<file path="config.mk">
export PLATFORM = sky130hd
export DESIGN_NAME = pipeline_ctrl_flat
export DESIGN_NICKNAME = d
export VERILOG_FILES = /design/src/rtl/pipeline_ctrl_if.sv /design/src/rtl/pipeline_ctrl.sv /design/src/flat_wrapper.sv
export SDC_FILE = /design/constraint.sdc
export NUM_CORES = 1
export LEC_CHECK = 0
export ABC_AREA = 1
export CAP_MARGIN = 0
export CORE_MARGIN = 3
export CORE_UTILIZATION = 45
export DETAILED_ROUTE_END_ITERATION = 10
export GPL_ROUTABILITY_DRIVEN = 1
export HOLD_SLACK_MARGIN = 0.08
export PLACE_DENSITY_LB_ADDON = 0.1
export SETUP_SLACK_MARGIN = 0.15
export SKIP_CTS_REPAIR_TIMING = 1
export SLEW_MARGIN = 20
export SYNTH_ARGS = -nofsm -noshare
export SYNTH_HDL_FRONTEND = slang
export SYNTH_SLANG_ARGS = --single-unit
</file>
<file path="constraint.sdc">
create_clock -name clk_i -period 8.7 [get_ports clk_i]
set_input_delay 1.74 -clock clk_i [delete_from_list [all_inputs] [get_ports clk_i]]
set_output_delay 1.74 -clock clk_i [all_outputs]
set_load 0.005 [all_outputs]
</file>
<file path="src/rtl/pipeline_ctrl_if.sv">
// Hazard/stall control bundle between the pipeline datapath and pipeline_ctrl.
// The controller connects through the slave modport; the datapath drives through master.
package pipeline_ctrl_pkg;
  typedef enum logic [1:0] {
    RESULT_ALU = 2'd0,
    RESULT_MEM = 2'd1,
    RESULT_PC4 = 2'd2,
    RESULT_CSR = 2'd3
  } result_src_e;
endpackage

interface pipeline_ctrl_if #(
  parameter int unsigned CNT_W = 32
);
  import pipeline_ctrl_pkg::*;

  logic [4:0]       rs1D_i;
  logic [4:0]       rs2D_i;
  logic             csr_readD_i;
  logic [4:0]       rdE_i;
  result_src_e      result_srcE_i;
  logic             csr_writeE_i;
  logic             csr_writeM_i;
  logic             branch_takenE_i;
  logic             memM_i;
  logic             lsu_ack_i;
  logic             trap_i;
  logic             stallF_o;
  logic             stallD_o;
  logic             stallE_o;
  logic             stallM_o;
  logic             flushD_o;
  logic             flushE_o;
  logic             flushM_o;
  logic             redirect_o;
  logic             bus_err_o;
  logic [CNT_W-1:0] stall_cnt_o;

  modport master (
    output rs1D_i, rs2D_i, csr_readD_i, rdE_i, result_srcE_i, csr_writeE_i,
           csr_writeM_i, branch_takenE_i, memM_i, lsu_ack_i, trap_i,
    input  stallF_o, stallD_o, stallE_o, stallM_o, flushD_o, flushE_o,
           flushM_o, redirect_o, bus_err_o, stall_cnt_o
  );

  modport slave (
    input  rs1D_i, rs2D_i, csr_readD_i, rdE_i, result_srcE_i, csr_writeE_i,
           csr_writeM_i, branch_takenE_i, memM_i, lsu_ack_i, trap_i,
    output stallF_o, stallD_o, stallE_o, stallM_o, flushD_o, flushE_o,
           flushM_o, redirect_o, bus_err_o, stall_cnt_o
  );
endinterface

</file>
<file path="src/rtl/pipeline_ctrl.sv">
// Pipeline hazard controller: load-use/CSR stalls, branch flushes, LSU wait with
// timeout bus error, one-cycle trap flush/redirect, and a stalled-fetch cycle counter.
module pipeline_ctrl
  import pipeline_ctrl_pkg::*;
#(
  parameter int unsigned MEM_TIMEOUT = 255,
  parameter int unsigned CNT_W       = 32
) (
  input logic            clk_i,
  input logic            rst_i,
  pipeline_ctrl_if.slave bus
);

  typedef enum logic [1:0] {
    RUN,
    MEM_WAIT,
    TRAP_FLUSH
  } state_e;

  localparam logic [15:0] TIMER_LAST = 16'(MEM_TIMEOUT - 1);

  state_e           state_q, state_d;
  logic [15:0]      timer_q, timer_d;
  logic [CNT_W-1:0] stall_cnt_q, stall_cnt_d;

  logic run_like;
  logic load_use;
  logic csr_hazard;
  logic stall_f, stall_d, stall_e, stall_m;
  logic flush_d, flush_e, flush_m;
  logic redirect, bus_err;

  always_comb begin
    load_use   = (bus.result_srcE_i == RESULT_MEM) && (bus.rdE_i != 5'd0) &&
                 ((bus.rdE_i == bus.rs1D_i) || (bus.rdE_i == bus.rs2D_i));
    csr_hazard = bus.csr_readD_i && (bus.csr_writeE_i || bus.csr_writeM_i);
  end

  always_comb begin
    state_d  = state_q;
    timer_d  = timer_q;
    run_like = 1'b0;
    stall_f  = 1'b0;
    stall_d  = 1'b0;
    stall_e  = 1'b0;
    stall_m  = 1'b0;
    flush_d  = 1'b0;
    flush_e  = 1'b0;
    flush_m  = 1'b0;
    redirect = 1'b0;
    bus_err  = 1'b0;

    unique case (state_q)
      RUN: run_like = 1'b1;
      MEM_WAIT: begin
        // The ack cycle releases the stall and is evaluated exactly like RUN.
        if (bus.lsu_ack_i) begin
          run_like = 1'b1;
        end else begin
          stall_f = 1'b1;
          stall_d = 1'b1;
          stall_e = 1'b1;
          stall_m = 1'b1;
          if (timer_q == TIMER_LAST) begin
            bus_err = 1'b1;
            timer_d = '0;
            state_d = TRAP_FLUSH;
          end else begin
            timer_d = timer_q + 16'd1;
          end
        end
      end
      TRAP_FLUSH: begin
        flush_d  = 1'b1;
        flush_e  = 1'b1;
        flush_m  = 1'b1;
        redirect = 1'b1;
        state_d  = RUN;
      end
      default: state_d = RUN;
    endcase

    if (run_like) begin
      if (bus.memM_i && !bus.lsu_ack_i) begin
        stall_f = 1'b1;
        stall_d = 1'b1;
        stall_e = 1'b1;
        stall_m = 1'b1;
        timer_d = '0;
        state_d = MEM_WAIT;
      end else begin
        state_d = bus.trap_i ? TRAP_FLUSH : RUN;
        if (bus.branch_takenE_i) begin
          flush_d = 1'b1;
          flush_e = 1'b1;
        end else if (load_use || csr_hazard) begin
          stall_f = 1'b1;
          stall_d = 1'b1;
          flush_e = 1'b1;
        end
      end
    end

    if (rst_i) begin
      stall_f  = 1'b0;
      stall_d  = 1'b0;
      stall_e  = 1'b0;
      stall_m  = 1'b0;
      flush_d  = 1'b0;
      flush_e  = 1'b0;
      flush_m  = 1'b0;
      redirect = 1'b0;
      bus_err  = 1'b0;
    end

    stall_cnt_d = stall_cnt_q + {{(CNT_W-1){1'b0}}, stall_f};
  end

  always_ff @(posedge clk_i or posedge rst_i) begin
    if (rst_i) begin
      state_q     <= RUN;
      timer_q     <= '0;
      stall_cnt_q <= '0;
    end else begin
      state_q     <= state_d;
      timer_q     <= timer_d;
      stall_cnt_q <= stall_cnt_d;
    end
  end

  assign bus.stallF_o    = stall_f;
  assign bus.stallD_o    = stall_d;
  assign bus.stallE_o    = stall_e;
  assign bus.stallM_o    = stall_m;
  assign bus.flushD_o    = flush_d;
  assign bus.flushE_o    = flush_e;
  assign bus.flushM_o    = flush_m;
  assign bus.redirect_o  = redirect;
  assign bus.bus_err_o   = bus_err;
  assign bus.stall_cnt_o = stall_cnt_q;

endmodule

</file>
<file path="src/flat_wrapper.sv">
// flat-port wrapper written by rule: the top's interface ports become plain ports
module pipeline_ctrl_flat import pipeline_ctrl_pkg::*;
#(
  parameter int unsigned MEM_TIMEOUT = 255,
  parameter int unsigned CNT_W       = 32
)
  (clk_i, rst_i, bus_rs1D_i, bus_rs2D_i, bus_csr_readD_i, bus_rdE_i, bus_result_srcE_i, bus_csr_writeE_i, bus_csr_writeM_i, bus_branch_takenE_i, bus_memM_i, bus_lsu_ack_i, bus_trap_i, bus_stallF_o, bus_stallD_o, bus_stallE_o, bus_stallM_o, bus_flushD_o, bus_flushE_o, bus_flushM_o, bus_redirect_o, bus_bus_err_o, bus_stall_cnt_o);
  pipeline_ctrl_if #(.CNT_W(CNT_W)) bus_i ();
  input logic clk_i;
  input logic rst_i;
  input wire logic [$bits(bus_i.rs1D_i)-1:0] bus_rs1D_i;
  input wire logic [$bits(bus_i.rs2D_i)-1:0] bus_rs2D_i;
  input wire logic [$bits(bus_i.csr_readD_i)-1:0] bus_csr_readD_i;
  input wire logic [$bits(bus_i.rdE_i)-1:0] bus_rdE_i;
  input wire logic [$bits(bus_i.result_srcE_i)-1:0] bus_result_srcE_i;
  input wire logic [$bits(bus_i.csr_writeE_i)-1:0] bus_csr_writeE_i;
  input wire logic [$bits(bus_i.csr_writeM_i)-1:0] bus_csr_writeM_i;
  input wire logic [$bits(bus_i.branch_takenE_i)-1:0] bus_branch_takenE_i;
  input wire logic [$bits(bus_i.memM_i)-1:0] bus_memM_i;
  input wire logic [$bits(bus_i.lsu_ack_i)-1:0] bus_lsu_ack_i;
  input wire logic [$bits(bus_i.trap_i)-1:0] bus_trap_i;
  output wire logic [$bits(bus_i.stallF_o)-1:0] bus_stallF_o;
  output wire logic [$bits(bus_i.stallD_o)-1:0] bus_stallD_o;
  output wire logic [$bits(bus_i.stallE_o)-1:0] bus_stallE_o;
  output wire logic [$bits(bus_i.stallM_o)-1:0] bus_stallM_o;
  output wire logic [$bits(bus_i.flushD_o)-1:0] bus_flushD_o;
  output wire logic [$bits(bus_i.flushE_o)-1:0] bus_flushE_o;
  output wire logic [$bits(bus_i.flushM_o)-1:0] bus_flushM_o;
  output wire logic [$bits(bus_i.redirect_o)-1:0] bus_redirect_o;
  output wire logic [$bits(bus_i.bus_err_o)-1:0] bus_bus_err_o;
  output wire logic [$bits(bus_i.stall_cnt_o)-1:0] bus_stall_cnt_o;
  assign bus_i.rs1D_i = bus_rs1D_i;
  assign bus_i.rs2D_i = bus_rs2D_i;
  assign bus_i.csr_readD_i = bus_csr_readD_i;
  assign bus_i.rdE_i = bus_rdE_i;
  assign bus_i.result_srcE_i = bus_result_srcE_i;
  assign bus_i.csr_writeE_i = bus_csr_writeE_i;
  assign bus_i.csr_writeM_i = bus_csr_writeM_i;
  assign bus_i.branch_takenE_i = bus_branch_takenE_i;
  assign bus_i.memM_i = bus_memM_i;
  assign bus_i.lsu_ack_i = bus_lsu_ack_i;
  assign bus_i.trap_i = bus_trap_i;
  assign bus_stallF_o = bus_i.stallF_o;
  assign bus_stallD_o = bus_i.stallD_o;
  assign bus_stallE_o = bus_i.stallE_o;
  assign bus_stallM_o = bus_i.stallM_o;
  assign bus_flushD_o = bus_i.flushD_o;
  assign bus_flushE_o = bus_i.flushE_o;
  assign bus_flushM_o = bus_i.flushM_o;
  assign bus_redirect_o = bus_i.redirect_o;
  assign bus_bus_err_o = bus_i.bus_err_o;
  assign bus_stall_cnt_o = bus_i.stall_cnt_o;
  pipeline_ctrl #(.MEM_TIMEOUT(MEM_TIMEOUT), .CNT_W(CNT_W)) u_core (.clk_i(clk_i), .rst_i(rst_i), .bus(bus_i));
endmodule
</file>
==> impl_metrics.json <==
{
  "status": "finished clean",
  "critPathCaptureType": "output port",
  "dieWidth_um": 88.9,
  "synth_area_leaders": "dfrtp_1, nand2_1, nor2_1",
  "remaining_drc_errors": 0,
  "cpMaxStageDelayCell": "buf_4",
  "maxSlewViolCount": 0,
  "io-pin-count": 67,
  "globalRouteTotalUtil_pct": 20.0,
  "worst_case_clock_skew_ps": 11.5,
  "synth-async-reset-ratio_pct": 100,
  "start_util_pct": 47.6,
  "gp_congestion": 0.932,
  "critPathRequiredTime_ps": 6960,
  "vias_in_the_first_global_route": 2790,
  "irDropWorstVdd_mv": 0.127,
  "wl_mm": 7.18,
  "warnings_synthesis": 0,
  "synthesis.area_per_instance_um2": 7.59,
  "syn-num-nets": 437,
  "cpMostUsedCell": "nand2_1",
  "num_vias": 2814,
  "global_route.overflow_total": 0,
  "synthesis.area_mm2": 0.00309,
  "antenna_cells_inserted": 0,
  "holdCritPathClass": "flop to flop",
  "final-hold-violation-count": 0,
  "p_total_w": 0.000540,
  "tritoncts_clock_tree": "built",
  "cts_num_sinks": 50,
  "fp.dieArea_mm2": 0.00790,
  "syn_to_final_growth_pct": 27.8,
  "clk_pin_slew_worst_paths_ps": 100,
  "yosys.area.top_type_share_pct": 40.5,
  "drive_above_1_share_pct": 10.2,
  "number_of_routed_nets_with_antenna_violations": 0,
  "grt_antenna_before_repair": 0,
  "layout_min_cycle_time_ps": 5790,
  "setup_viol": 0,
  "p_leak_nw": 1.83,
  "clock_path_buffers": 2,
  "cts_made_buffers": 5,
  "layout_worst_path_cycle_share_pct": 66.6,
  "die_h_um": 88.9,
  "worst-r2r-cell-count": 15,
  "synth-edff-count": 0,
  "yosys.cell_count.top_type": "nand2_1",
  "num_rows": 29,
  "max_freq_ghz": 0.173,
  "synth_commonest_cells": "nand2_1, nor2_1, dfrtp_1",
  "cap_viol_max_count": 0,
  "vias_per_cell": 5.06,
  "criticalPathCategory": "input port to output port",
  "critPathMaxStageDelay_ps": 520,
  "totalNegativeSetupSlack_ps": 0,
  "cp.arrival_ps": 4050,
  "rsz0062_at_grt": "false",
  "yosys.area.top_type": "dfrtp_1",
  "detail_route.first_pass.iterations": 4,
  "ctsHtreeMaxLevel": 2,
  "floorplan.core_area_mm2": 0.00649,
  "critical_path.max_fanout": 51,
  "slew-limit-headroom_pct": 56.7,
  "clk_latency_ps": 310,
  "hpwlAfterDp_mm": 5.78,
  "tightestPinTransition_ps": 650,
  "pin_count_of_the_biggest_net_entering_global_routing": 52,
  "wire_per_inst_um": 12.9,
  "synthCells": 407,
  "path_cells": "clkdlybuf4s50_1 -> inv_2 -> buf_4 -> nand2_1 -> o22ai_1 -> a21boi_0 -> nand2_1 -> nand2_1 -> clkdlybuf4s50_1",
  "startpoint_type": "input port",
  "detailedRoute.firstIterationViolations": 137,
  "synth_ff_type": "dfrtp_1",
  "power_density_cells_mw_per_mm2": 137,
  "place.port_buffers": 66,
  "timing.hold.worst_path_depth": 1,
  "cts-root-buf": "clkbuf_8",
  "ys_seq_area_share_pct": 40.5,
  "grt_first_pass_wirelength_mm": 12.6,
  "yosysUniqueCellTypes": 26,
  "postSynthRegisterBits": 50,
  "final_nets": 508
}
worst paths after layout:
path                       slack (ps)                                  from                              endpoint
hold / removal                    510  u_core.bus.stall_cnt_o[28]$_DFF_PP0_  u_core.bus.stall_cnt_o[28]$_DFF_PP0_
max in group asynchronous        6250                                 rst_i  u_core.bus.stall_cnt_o[25]$_DFF_PP0_
setup / recovery                 2910                                 rst_i                          bus_flushE_o
setup reg to reg                 6160         u_core.state_q[0]$_DFFE_PP0P_  u_core.bus.stall_cnt_o[30]$_DFF_PP0_
min in group asynchronous        2010                                 rst_i         u_core.state_q[1]$_DFFE_PP0P_
hold reg to reg                   510  u_core.bus.stall_cnt_o[28]$_DFF_PP0_  u_core.bus.stall_cnt_o[28]$_DFF_PP0_
critical path, delay by kind of cell:
kind	cells	cell delay (ps)
buffers and inverters	4	1570
and+or+nand+nor	3	330
AOI/OAI and AO/OA	2	390
cells by family after synthesis:
group	Yosys count	share of synthesized area (%)
simple gates	254	39.3
buf+inv	54	6.93
flops	50	40.5
xor+xnor	34	9.64
compound gates	11	1.98
fa+ha+maj	4	1.62
routing by layer:
layer	global-route usage [%]	vias up	wire length, um
met5	0	-	0
met4	3.57	0	48
met3	3.26	4	491
met2	31.4	91	3150
met1	29.3	1308	3490
li1	-	1411	-
layout make-up:
| class | instances | area, um^2 |
|---|---|---|
| Fill cell | 641 | 2550 |
| Multi-Input combinational cell | 303 | 1620 |
| Sequential cell | 50 | 1250 |
| Timing Repair Buffer | 67 | 668 |
| Inverter | 51 | 191 |
| Tap cell | 77 | 96.3 |
| Clock buffer | 5 | 68.8 |
| Clock inverter | 3 | 47.5 |
per-stage QoR:
step                      instances  cell area, um^2  hold slack, ps  util [%]  setup WS, ps
after CTS                       556             3950             508      60.8          2850
after detailed placement        548             3830             487      59.0          2860
after floorplan                 407             3090             476         -          3430
after global routing            556             3950             529      60.8          2630
final                           556             3950             507      60.8          2910
after global placement          548             3830             471      59.0          2890
report_power, final:
group	switching, W	total, W	internal, W	leakage [nW]
clock	0.0000849	0.000173	0.0000878	0.0591
combinational	0.0000420	0.0000949	0.0000529	1.11
sequential	0.0000245	0.000272	0.000247	0.660
state kept, by name, indices dropped and copies added, names as in the netlist:
signal                  count
u_core.state_q              2
u_core.timer_q             16
u_core.bus.stall_cnt_o     32
cell usage in the layout, fill, tap and decap left out, drive strengths merged, types with 2 or more instances in the layout:
| cell | count |
|---|---|
| a21boi | 2 |
| a21oi | 4 |
| clkbuf | 5 |
| clkdlybuf4s50 | 66 |
| dfrtp | 50 |
| ha | 4 |
| inv | 53 |
| nand2 | 121 |
| nand3 | 20 |
| nand3b | 6 |
| nand4 | 11 |
| nor2 | 74 |
| nor3 | 21 |
| o21ai | 4 |
| xnor2 | 10 |
| xor2 | 24 |
(Power assumes the default switching activity.)
